**src/rtl/tm4_mb_sched_pkg.sv**
```systemverilog
`default_nettype none
// ============================================================================
// Module      : tm4_mb_sched_pkg
// Description : Shared types and constants for the TM4 macroblock scheduler.
//               Holds the FSM state encoding, the unavailable-edge fill values
//               and a pixel-slice helper for BW-packed vectors.
// Revision    : 1.0 - initial release
// ============================================================================
package tm4_mb_sched_pkg;

    typedef enum logic [2:0] {
        ST_IDLE     = 3'd0,
        ST_LOAD     = 3'd1,
        ST_PRED     = 3'd2,
        ST_WAIT_REC = 3'd3,
        ST_DONE     = 3'd4
    } state_t;

    // Fill values used when the macroblock sits on a frame edge
    localparam int TOP_UNAVAIL  = 127;
    localparam int LEFT_UNAVAIL = 129;

    // Sub-blocks per macroblock and width of the sub-block index
    localparam int NBLK  = 16;
    localparam int IDX_W = 4;

endpackage

// Pixel i of a vector packing pixels of width bw, pixel 0 in the LSBs
`ifndef TM4_PIX
`define TM4_PIX(vec, i, bw) vec[(i)*(bw) +: (bw)]
`endif
`default_nettype wire

```
**src/rtl/tm4_mb_sched_tm4.sv**
```systemverilog
`default_nettype none
// ============================================================================
// Module      : tm4_mb_sched_tm4
// Description : Combinational TrueMotion 4x4 predictor.
//               pred(r,c) = clamp(top[c] + left[r] - top_left, 0, 2^BW-1)
// Revision    : 1.0 - initial release
// ============================================================================
module tm4_mb_sched_tm4 #(
    parameter int BIT_WIDTH  = 8,
    parameter int BLOCK_SIZE = 4
) (
    input  logic [BLOCK_SIZE*BIT_WIDTH-1:0]            i_top_px,
    input  logic [BLOCK_SIZE*BIT_WIDTH-1:0]            i_left_px,
    input  logic [BIT_WIDTH-1:0]                       i_tl_px,
    output logic [BLOCK_SIZE*BLOCK_SIZE*BIT_WIDTH-1:0] o_pred_px
);

    // Two extra bits: one for the sum carry, one for the sign
    localparam int                    SW   = BIT_WIDTH + 2;
    localparam logic signed [SW-1:0]  MAXV = SW'((1 << BIT_WIDTH) - 1);

    generate
        for (genvar r = 0; r < BLOCK_SIZE; r++) begin : g_row
            for (genvar c = 0; c < BLOCK_SIZE; c++) begin : g_col
                logic signed [SW-1:0] w_sum;

                assign w_sum = $signed({2'b00, `TM4_PIX(i_top_px, c, BIT_WIDTH)})
                             + $signed({2'b00, `TM4_PIX(i_left_px, r, BIT_WIDTH)})
                             - $signed({2'b00, i_tl_px});

                assign `TM4_PIX(o_pred_px, r*BLOCK_SIZE + c, BIT_WIDTH) =
                    (w_sum < 0)    ? '0 :
                    (w_sum > MAXV) ? '1 : w_sum[BIT_WIDTH-1:0];
            end
        end
    endgenerate

endmodule
`default_nettype wire

```
**src/rtl/tm4_mb_sched.sv**
```systemverilog
`default_nettype none
// ============================================================================
// Module      : tm4_mb_sched
// Description : Walks the 16 4x4 luma sub-blocks of a macroblock in raster
//               order, builds TM4 neighbours from the MB edges and earlier
//               reconstructions, issues predictions and waits for recon.
// Revision    : 1.0 - initial release
// ============================================================================
module tm4_mb_sched
    import tm4_mb_sched_pkg::*;
#(
    parameter int BIT_WIDTH  = 8,
    parameter int BLOCK_SIZE = 4,
    parameter int MB_SIZE    = 16
) (
    input  logic                            clk,
    input  logic                            rst_n,
    input  logic                            start,
    input  logic                            mb_top_avail,
    input  logic                            mb_left_avail,
    input  logic [BIT_WIDTH*MB_SIZE-1:0]    mb_top,
    input  logic [BIT_WIDTH*MB_SIZE-1:0]    mb_left,
    input  logic [BIT_WIDTH-1:0]            mb_top_left,
    output logic                            busy,
    output logic                            done,
    output logic                            pred_valid,
    input  logic                            pred_ready,
    output logic [IDX_W-1:0]                pred_idx,
    output logic [BIT_WIDTH*BLOCK_SIZE*BLOCK_SIZE-1:0] pred_block,
    input  logic                            rec_valid,
    output logic                            rec_ready,
    input  logic [BIT_WIDTH*BLOCK_SIZE*BLOCK_SIZE-1:0] rec_block
);

    localparam int BW = BIT_WIDTH;
    localparam int BS = BLOCK_SIZE;

    state_t             state_q, state_d;
    logic [IDX_W-1:0]   idx_q, idx_d;
    logic               busy_q, busy_d;
    logic               done_q, done_d;
    logic               pred_valid_q, pred_valid_d;
    logic               rec_ready_q, rec_ready_d;

    // Bottom row of the most recent block in each column (starts as MB top edge)
    logic [BW-1:0]      top_edge_q [MB_SIZE];
    logic [BW-1:0]      top_edge_d [MB_SIZE];
    // Column left of the macroblock, consumed at each row start
    logic [BW-1:0]      left_col_q [MB_SIZE];
    logic [BW-1:0]      left_col_d [MB_SIZE];
    // Left neighbour column of the current sub-block
    logic [BW-1:0]      left_cur_q [BS];
    logic [BW-1:0]      left_cur_d [BS];
    logic [BW-1:0]      corner_q, corner_d;
    logic [BW-1:0]      tl_q, tl_d;

    logic [1:0]         w_bx;
    logic [1:0]         w_by;
    logic [BS*BW-1:0]   w_top_px;
    logic [BS*BW-1:0]   w_left_px;
    logic               w_rec_unused;

    assign w_bx = idx_q[1:0];
    assign w_by = idx_q[3:2];

    // Only row 3 and column 3 of the reconstruction feed later neighbours
    assign w_rec_unused = ^rec_block;

    // Next-state, edge-state updates and registered output decode
    always_comb begin
        state_d    = state_q;
        idx_d      = idx_q;
        corner_d   = corner_q;
        tl_d       = tl_q;
        top_edge_d = top_edge_q;
        left_col_d = left_col_q;
        left_cur_d = left_cur_q;

        case (state_q)
            ST_IDLE: begin
                if (start) begin
                    state_d = ST_LOAD;
                    idx_d   = '0;
                    for (int k = 0; k < MB_SIZE; k++) begin
                        top_edge_d[k] = mb_top_avail  ? mb_top[k*BW +: BW]  : BW'(TOP_UNAVAIL);
                        left_col_d[k] = mb_left_avail ? mb_left[k*BW +: BW] : BW'(LEFT_UNAVAIL);
                    end
                    corner_d = !mb_top_avail  ? BW'(TOP_UNAVAIL)  :
                               !mb_left_avail ? BW'(LEFT_UNAVAIL) : mb_top_left;
                end
            end
            ST_LOAD: begin
                // Row-start neighbours for block 0
                state_d = ST_PRED;
                for (int k = 0; k < BS; k++) begin
                    left_cur_d[k] = left_col_q[k];
                end
                tl_d = corner_q;
            end
            ST_PRED: begin
                if (pred_ready) begin
                    state_d = ST_WAIT_REC;
                end
            end
            ST_WAIT_REC: begin
                if (rec_valid) begin
                    // Corner for the next block is the old top-edge pixel,
                    // read before this cycle's overwrite takes effect
                    tl_d = top_edge_q[{w_bx, 2'd3}];
                    for (int k = 0; k < BS; k++) begin
                        top_edge_d[{w_bx, 2'(k)}] = rec_block[((BS-1)*BS + k)*BW +: BW];
                        left_cur_d[k]             = rec_block[(k*BS + BS-1)*BW +: BW];
                    end
                    if (idx_q == IDX_W'(NBLK-1)) begin
                        state_d = ST_DONE;
                    end else begin
                        state_d = ST_PRED;
                        idx_d   = idx_q + 1'b1;
                        if (w_bx == 2'd3) begin
                            // Next block starts a new row: neighbours from MB left edge
                            for (int k = 0; k < BS; k++) begin
                                left_cur_d[k] = left_col_q[{w_by + 2'd1, 2'(k)}];
                            end
                            tl_d = left_col_q[{w_by, 2'd3}];
                        end
                    end
                end
            end
            ST_DONE: begin
                state_d = ST_IDLE;
            end
            default: begin
                state_d = ST_IDLE;
            end
        endcase

        busy_d       = (state_d == ST_LOAD) || (state_d == ST_PRED) || (state_d == ST_WAIT_REC);
        pred_valid_d = (state_d == ST_PRED);
        rec_ready_d  = (state_d == ST_WAIT_REC);
        done_d       = (state_d == ST_DONE);
    end

    // State, index, edge registers and registered handshake outputs
    always_ff @(posedge clk or negedge rst_n) begin
        if (!rst_n) begin
            state_q      <= ST_IDLE;
            idx_q        <= '0;
            busy_q       <= 1'b0;
            done_q       <= 1'b0;
            pred_valid_q <= 1'b0;
            rec_ready_q  <= 1'b0;
            corner_q     <= '0;
            tl_q         <= '0;
            for (int k = 0; k < MB_SIZE; k++) begin
                top_edge_q[k] <= '0;
                left_col_q[k] <= '0;
            end
            for (int k = 0; k < BS; k++) begin
                left_cur_q[k] <= '0;
            end
        end else begin
            state_q      <= state_d;
            idx_q        <= idx_d;
            busy_q       <= busy_d;
            done_q       <= done_d;
            pred_valid_q <= pred_valid_d;
            rec_ready_q  <= rec_ready_d;
            corner_q     <= corner_d;
            tl_q         <= tl_d;
            top_edge_q   <= top_edge_d;
            left_col_q   <= left_col_d;
            left_cur_q   <= left_cur_d;
        end
    end

    // Pack the current sub-block neighbours for the predictor
    always_comb begin
        w_top_px  = '0;
        w_left_px = '0;
        for (int k = 0; k < BS; k++) begin
            w_top_px[k*BW +: BW]  = top_edge_q[{w_bx, 2'(k)}];
            w_left_px[k*BW +: BW] = left_cur_q[k];
        end
    end

    tm4_mb_sched_tm4 #(
        .BIT_WIDTH  (BIT_WIDTH),
        .BLOCK_SIZE (BLOCK_SIZE)
    ) u_tm4 (
        .i_top_px   (w_top_px),
        .i_left_px  (w_left_px),
        .i_tl_px    (tl_q),
        .o_pred_px  (pred_block)
    );

    assign busy       = busy_q;
    assign done       = done_q;
    assign pred_valid = pred_valid_q;
    assign rec_ready  = rec_ready_q;
    assign pred_idx   = idx_q;

endmodule
`default_nettype wire

```
**config.mk**
```make
export PLATFORM = sky130hd
export DESIGN_NAME = tm4_mb_sched
export DESIGN_NICKNAME = d
export VERILOG_FILES = /design/src/rtl/tm4_mb_sched_pkg.sv /design/src/rtl/tm4_mb_sched_tm4.sv /design/src/rtl/tm4_mb_sched.sv
export SDC_FILE = /design/constraint.sdc
export NUM_CORES = 1
export LEC_CHECK = 0
export CORE_UTILIZATION = 46
export CTS_BUF_LIST = sky130_fd_sc_hd__clkbuf_8 sky130_fd_sc_hd__clkbuf_16
export DETAILED_ROUTE_END_ITERATION = 16
export HOLD_SLACK_MARGIN = 0.05
export PLACE_DENSITY = 0.73
export SYNTH_ARGS = -nofsm -noshare
export SYNTH_HDL_FRONTEND = slang
export SYNTH_SLANG_ARGS = --single-unit
```
**constraint.sdc**
```tcl
create_clock -name clk -period 10.3 [get_ports clk]
set_input_delay 2.06 -clock clk [delete_from_list [all_inputs] [get_ports clk]]
set_output_delay 2.06 -clock clk [all_outputs]
set_load 0.01 [all_outputs]
```
==> Word level (Yosys, flattened, before mapping) <==
Index checks and enable logic that the tools add are counted.
W data, S select, Z words.
{ "op_classes": {"magnitude_cmp": 45, "mux": 125, "n_bitwise": 9, "n_eq_ne": 12, "reduce_logical": 13, "add_sub_neg": 34} }
{ "op_table": {"columns": ["operator", "n"], "rows": [
  ["$mux W8", 91],
  ["$bwmux W128", 4],
  ["$bmux W8 S4", 9],
  ["$mux W128", 2],
  ["$pmux W128 S2", 1],
  ["$gt A10 B9 Y1 const B", 16],
  ["$lt A10 B1 Y1 const B", 16],
  ["$sub A9 B8 Y10", 16],
  ["$add A8 B8 Y9", 16],
  ["$demux W8 S4", 4],
  ["$mux W32", 3],
  ["$pmux W32 S2", 1],
  ["$ge A5 B5 Y1 const B", 9],
  ["$not A4 Y5", 9],
  ["$lt A5 B1 Y1 const B", 4],
  ["$pmux W8 S2", 1],
  ["$eq A3 B2 Y1 const B", 4],
  ["$mux W3", 4],
  ["$mux W4", 3],
  ["$pmux W3 S4", 1],
  ["$pmux W4 S2", 1],
  ["$eq A3 B1 Y1 const B", 2],
  ["$ne A2 B2 Y1 const B", 3],
  ["$add A4 B1 Y4 const B", 1],
  ["11 further kinds", 17]
]} }
{ "word_totals": {"in_bits": 399, "out_inout_bits": 136, "reg_bits": 315, "elab_cells": 282} }

==> Longest topological paths before layout <==
Gate-level depths: netlist (run 1).
{ "depth": {"depth_word": 11, "mapped_depth": 15, "depth_no_buf": 12} }

==> By module <==
Synthesis (run 1) repeated with hierarchy kept, for this count alone.
{ "hier_totals": {"cells_unflattened": 3083, "hier_area_um2": 26028.7} }
{ "by_module_without_submodules": {"columns": ["mod", "area_each_um2", "instances", "cells_each"], "rows": [
  ["tm4_mb_sched", 16320.7, 1, 1845],
  ["tm4_mb_sched_tm4", 9708.1, 1, 1238]
]} }

==> Least setup slack after synthesis (run 1) <==
OpenSTA, ideal clock, no wires.
{ "synth_path": {"kind": "reg-to-output", "from": "reg idx_q[0], in the netlist pred_idx[0]", "to": "out pred_block[101]", "t_arrival_ns": 4.278, "path_stages_with_launch": 15, "path_slack_ns": 3.962, "path_cell_list": "dfrtp_1 buf_2 buf_2 buf_2 mux4_2 inv_1 fa_1 inv_1 ha_1 and4b_1 a311oi_1 o21ai_0 xnor2_1 or3b_2 o211ai_1"} }
{ "synth_via": {"elab_chain_len": 9, "elab_cells_between_ends": 10} }
{ "synth_rtl": {"columns": ["element", "line_no", "rtl"], "rows": [
  ["from (decl)", "tm4_mb_sched.sv:39", "logic [IDX_W-1:0] idx_q, idx_d;"],
  ["from (signal assigned)", "tm4_mb_sched.sv:163", "idx_q <= idx_d;"],
  ["$not A4 Y5 (implied by the code) (*)", "tm4_mb_sched.sv:181", "w_top_px[k*BW +: BW] = top_edge_q[{w_bx, 2'(k)}];"],
  ["$bmux W8 S4 (*)", "tm4_mb_sched.sv:181", null],
  ["$mux W8 (implied by the code) (*) (2 in a row)", "tm4_mb_sched.sv:181", null],
  ["$add A8 B8 Y9 (*)", "tm4_mb_sched_tm4.sv:27", "assign w_sum = $signed({2'b00, `TM4_PIX(i_top_px, c, BIT_WIDTH)})"],
  ["$sub A9 B8 Y10 (*)", "tm4_mb_sched_tm4.sv:27", null],
  ["$gt A10 B9 Y1", "tm4_mb_sched_tm4.sv:33", "(w_sum > MAXV) ? '1 : w_sum[BIT_WIDTH-1:0];"],
  ["$mux W8", "tm4_mb_sched_tm4.sv:33", null],
  ["$mux W8 (*)", "tm4_mb_sched_tm4.sv:32", "(w_sum < 0) ? '0 :"],
  ["to (decl)", "tm4_mb_sched.sv:29", "output logic [BIT_WIDTH*BLOCK_SIZE*BLOCK_SIZE-1:0] pred_block,"]
]} }
Mark *: on every way between the ends. The rest lies on a longest branch, timed or not. The select of a mux whose other input is x is not followed.

==> Final worst setup path (run 1) <==
{ "layout_path": {"from": "reg idx_q[0], in the netlist pred_idx[0]", "to": "out pred_block[91]"} }
The elaborated chain is that of the path after synthesis.

==> run metrics, run 1 <==
detailed-route via count=24.01k; Post-Route Setup TNS=0 ns; die width=241.8 microns; # rows=87; Worst Reg-to-Reg Cells=8; first-pass GRT wire length=131.7 mm; Ports=535; final setup fails=0; DRT Wirelength=86.24 mm; CP Data Required Time=8.24 ns; Hold Path Origin=left_col_q[43]$_DFFE_PN0P_; fin crit share=76.18%; max-slew violations=0; Die H=241.8 microns; # port buffers=462; CTS resizes=0; quantity of hold-fixing buffers added after cts=0; status=finished, final reports clean; syn_area_per_cell=8.433 sq um; R2R Setup Slk=5.85 ns; via/cell ratio=5.612; final design utilization=57.91%; post-CTS setup buffers=0; mapped cell area=26460 sq um; Sink Count=315; max_slew headroom=20.12%; critical path capture point type=primary output; core area=56600 sq um; root buf cell=clkbuf_16; die area=58490 sq um; GPL Wtd Cong=0.9535; CTS Buffer Depth=3; skew final=0.01417 ns; Post-synth EDFFs=0; net count after synthesis=3790; Min-Delay Path Class=reg2reg; post-layout minimum cycle time=7.847 ns; Synth Register Bits=315; Critical R2R Capture=left_cur_q[10]$_DFFE_PN0P_; Final ANT Viol Nets=0; critical path class=reg2out; slew of the pin with the lowest slew margin=1.198 ns; Hold Vio Cnt, Final=0; Synth top area share=29.79%; DRT iter0 DRCs=1870; RSZ-0062 raised after global routing=false; register area share after synthesis=29.79%; most frequent cells in the layout=491 x nand2_1, 459 x clkdlybuf4s50_1, 415 x inv_1; Min-Delay Path Depth=2; Gate Count Post-Synth=3138; Net count, final=4138; layout cells sized above 1=5.757%; GR Util All Layers=29.01%; DRC Markers=0; commonest non-fill, non-tap cell in the layout=nand2_1; R2R Path Start=pred_idx[1]$_DFFE_PN0P_; Initial Util=46.75%; TritonCTS Buffers=34; synth top area cells=dfrtp_1 30%, fa_1 8.5%, nand2_1 7.0%, ha_1 6.7%, mux4_2 6.1%; WP data arrival=5.79 ns; Synthesis Warnings=0; initial antenna violation count=16; GRT overflow=0; Yosys top cell by area=dfrtp_1; largest net degree at the start of global routing=123; Pre-antenna DRT Iters=5; count of cell types in the netlist=75; vias in the first global route=22.41k; Worst-path clk slew=0.06 ns; crit path max fanout=23; Worst setup SP type=flip-flop; H-tree levels=2; Clock Latency Late Sink=0.53 ns; max_cap viols=0; asr flop ratio synth=100.0%; FMAX=127.4 MHz; Area Growth Syn to Fin=23.88%; Primary FF master, synth=dfrtp_1; DR WL/cell=20.16 microns; hold path endpoint=left_col_q[43]$_DFFE_PN0P_; Final HPWL DP=64.05 mm; TritonCTS clock tree=built
-- state kept, by name, indices dropped and copies added (netlist names) --
signal and count:
left_col_q 128, top_edge_q 128, left_cur_q 32, corner_q 8, tl_q 8, pred_idx 4
state_q 3, busy 1, done 1, pred_valid 1, rec_ready 1
-- layout make-up --
class	count	area [sq um]
Sequential cell	315	7888
Antenna cell	13	32.53
Inverter	411	1543
Tap cell	756	945.9
Timing Repair Buffer	491	4855
Fill cell	5132	23820
Multi-Input combinational cell	2233	16380
Clock inverter	14	123.9
Clock buffer	45	1013
-- worst max-delay path, cell delays in order, from the launching register on --
cell             delay [ns]
dfrtp_2                0.72
buf_4                  0.51
mux4_2                 0.68
inv_1                  0.24
fa_1                   0.54
xor2_1                 0.20
ha_1                   0.21
o21bai_2               0.21
a221o_1                0.36
a311o_1                0.38
a21oi_2                0.18
xnor2_2                0.22
o21a_1                 0.25
clkdlybuf4s50_1        0.55
-- cell families (layout without fill, tap and decap cells) --
group,count (synthesis),in the layout,synth area share (%)
flip-flops,315,315,29.79
other,0,13,0
XOR/XNOR,109,109,3.721
multiplexers,122,122,8.024
adder cells (fa/ha/maj),253,253,15.14
AO/OA/AOI/OAI,918,918,21.07
AND/OR/NAND/NOR,831,831,13.71
buffers and inverters,590,961,8.539
-- layer usage --
layer	vias up	GRT usage [%]	share of wire, %
met3	126	3.962	7.2
met5	-	0	0.046
met4	6	9.363	2.9
met1	11500	41.03	43
met2	924	45.93	46
li1	11454	-	-
-- synth_stat cells (all sizes together), types with 6 or more instances --
cell / count
nand3: 105
nand2: 491
buf: 33
o21bai: 20
nor3b: 6
o22ai: 6
inv: 411
a32oi: 16
nand2b: 20
nor3: 22
o21a: 87
a21boi: 14
ha: 141
mux4: 72
o211ai: 6
and2: 15
nand4: 9
o21ai: 261
clkbuf: 146
dfrtp: 315
a21o: 33
nor2b: 15
o311ai: 11
and3: 18
xor2: 55
nor2: 99
fa: 112
a211oi: 6
a31oi: 126
a221o: 6
xnor2: 54
nand3b: 13
mux2i: 49
a21oi: 274
a311oi: 7
a22o: 6
-- through the flow --
| stage | cell area, sq um | setup slack [ns] | hold slack, ns | instances |
|---|---|---|---|---|
| 2_1_floorplan | 26460 | 3.962 | 0.4334 | 3138 |
| 3_3_place_gp | 31610 | 3.021 | 0.4461 | 4206 |
| 3_5_place_dp | 31610 | 2.996 | 0.4514 | 4206 |
| 4_1_cts | 32750 | 2.405 | 0.4641 | 4265 |
| 5_1_grt | 32780 | 2.171 | 0.4744 | 4277 |
| 6_report | 32780 | 2.453 | 0.4611 | 4278 |
-- worst max-delay path by stage --
stage,startpoint,endpoint,slack (ns),cells after the start
floorplan,pred_idx[0]$_DFFE_PN0P_,pred_block[101],3.96,14
global placement,pred_idx[0]$_DFFE_PN0P_,pred_block[94],3.02,13
detailed placement,pred_idx[0]$_DFFE_PN0P_,pred_block[91],3.00,13
CTS,pred_idx[0]$_DFFE_PN0P_,pred_block[91],2.40,13
global route,pred_idx[0]$_DFFE_PN0P_,pred_block[90],2.17,13
finish,pred_idx[0]$_DFFE_PN0P_,pred_block[91],2.45,13
Power of run 1 is left out: the tool's default activity adds up to more than one toggle a clock period on the data nets, which glitch-free logic cannot reach.
==> run 2: changes to the inputs <==
==> constraint.sdc (replaced) <==
create_clock -name clk -period 7.94 [get_ports clk]
set_input_delay 1.588 -clock clk [delete_from_list [all_inputs] [get_ports clk]]
set_output_delay 1.588 -clock clk [all_outputs]
set_load 0.01 [all_outputs]
==> run metrics, run 2 (synthesis results as in run 1) <==
status=finished, final reports clean; die area=58490 sq um; die width=241.8 microns; Final HPWL DP=64.59 mm; Post-DP Area=31640 sq um; CP bufs+invs=4; DR WL/cell=20.33 microns; Pre-antenna DRT Iters=5; H-tree levels=2; CP Cell Sequence=buf_4 -> mux4_2 -> inv_1 -> ha_1 -> inv_1 -> ha_1 -> a21oi_1 -> o311ai_0 -> a21oi_1 -> o21ai_0 -> clkdlybuf4s50_1; GPL Wtd Cong=0.9391; Initial Util=46.75%; Net count, final=4138; hold path endpoint=left_col_q[11]$_DFFE_PN0P_; Ports=535; Final WS setup=0.7919 ns; first-pass GRT wire length=132.7 mm; pre-CTS setup slack=1.316 ns; Sink Count=315; post-route cell area=32790 sq um; TritonCTS clock tree=built; CTS Buffer Depth=3; detailed-route via count=24.09k; initial antenna violation count=15; placed cell count=4206; CP Data Required Time=6.35 ns; slew of the pin with the lowest slew margin=1.033 ns; Clock Latency Late Sink=0.53 ns; skew final=0.02387 ns; Min-Delay Path Depth=2; quantity of hold-fixing buffers added after cts=0; # rows=87; FMAX=139.9 MHz; crit path max fanout=27; post-layout minimum cycle time=7.148 ns; DRT iter0 DRCs=2104; Worst Reg-to-Reg Cells=7; RSZ-0062 raised after global routing=false; DRC Markers=0; via/cell ratio=5.631; R2R Path Start=pred_idx[0]$_DFFE_PN0P_; critical path capture point type=primary output; family with the most delay on the worst path=compound AO/OA/AOI/OAI gates; critical path class=reg2out; # port buffers=462; CTS resizes=0; DRT Wirelength=86.97 mm; Area Growth Syn to Fin=23.92%; core area=56600 sq um; TritonCTS Buffers=34; CP max stage cell=dfrtp_2; max-slew violations=0; Post-Layout Cell Count=4278; largest net degree at the start of global routing=243; layout cells sized above 1=5.646%; Worst-path clk slew=0.06 ns; Top Registers=left_col_q (128), top_edge_q (128), left_cur_q (32); WP data arrival=5.56 ns; GRT overflow=0; fin crit share=90.03%; Post-Route Setup TNS=0 ns; CP max stage delay=0.89 ns; Critical R2R Capture=left_cur_q[9]$_DFFE_PN0P_; post-CTS setup buffers=0; Worst setup SP type=flip-flop; most frequent cells in the layout=491 x nand2_1, 459 x clkdlybuf4s50_1, 418 x inv_1; vias in the first global route=22.57k; commonest non-fill, non-tap cell in the layout=nand2_1; Final ANT Viol Nets=0; GR Util All Layers=29.29%; R2R Setup Slk=4.06 ns; Min-Delay Path Class=reg2reg; Die H=241.8 microns; Hold Vio Cnt, Final=0; max_cap viols=0; root buf cell=clkbuf_16; Hold Path Origin=left_col_q[11]$_DFFE_PN0P_; max_slew headroom=31.12%; final setup fails=0
run 2: cell count changes in the layout (fill, tap and decap cells not counted), moves of 2 or more:
cell        delta
buf_4          -2
buf_12         +2
bufinv_16      +3
clkinvlp_4     -2
clkbuf_8       -5
inv_1          +3
diode_2        +2
run 2: worst max-delay path by stage:
| stage | start | endpoint | slack [ns] | depth (start not counted) |
|---|---|---|---|---|
| floorplan | pred_idx[0]$_DFFE_PN0P_ | pred_block[101] | 2.07 | 14 |
| global placement | pred_idx[0]$_DFFE_PN0P_ | pred_block[101] | 1.35 | 13 |
| detailed placement | pred_idx[0]$_DFFE_PN0P_ | pred_block[101] | 1.32 | 13 |
| CTS | pred_idx[0]$_DFFE_PN0P_ | pred_block[101] | 0.77 | 13 |
| global route | pred_idx[0]$_DFFE_PN0P_ | pred_block[101] | 0.50 | 12 |
| finish | pred_idx[0]$_DFFE_PN0P_ | pred_block[29] | 0.79 | 11 |
run 2: layout make-up:
cell class,count,area [sq um]
multi-input cells,2233,16380
clock buffers,39,919.6
diodes,15,37.54
flip-flops and latches,315,7889
repair buffers,491,4880
well taps,756,945.9
fillers,4999,23810
inverters,411,1543
clock inverters,18,196.4
run 2: per-stage QoR:
| step | hold slack, ns | utilization [%] |
|---|---|---|
| final | 0.4611 | 57.93 |
| after global routing | 0.4845 | 57.92 |
| after CTS | 0.4641 | 57.86 |
| after detailed placement | 0.4502 | 55.89 |
| after global placement | 0.4453 | 55.89 |
| after floorplan | 0.4334 | - |
run 2: worst min-delay path, cell delays in order (launching register included):
cell,delay [ns]
dfrtp_1,0.33
nand2_1,0.05
nand2_1,0.05
run 2: routing by layer:
metal | GRT usage [%] | share of wire [%]
met5 | 0 | 0.017
met4 | 10.33 | 3.3
met3 | 3.463 | 7.0
met2 | 46.33 | 46
met1 | 41.45 | 43
Power of run 2 is left out for the same reason.
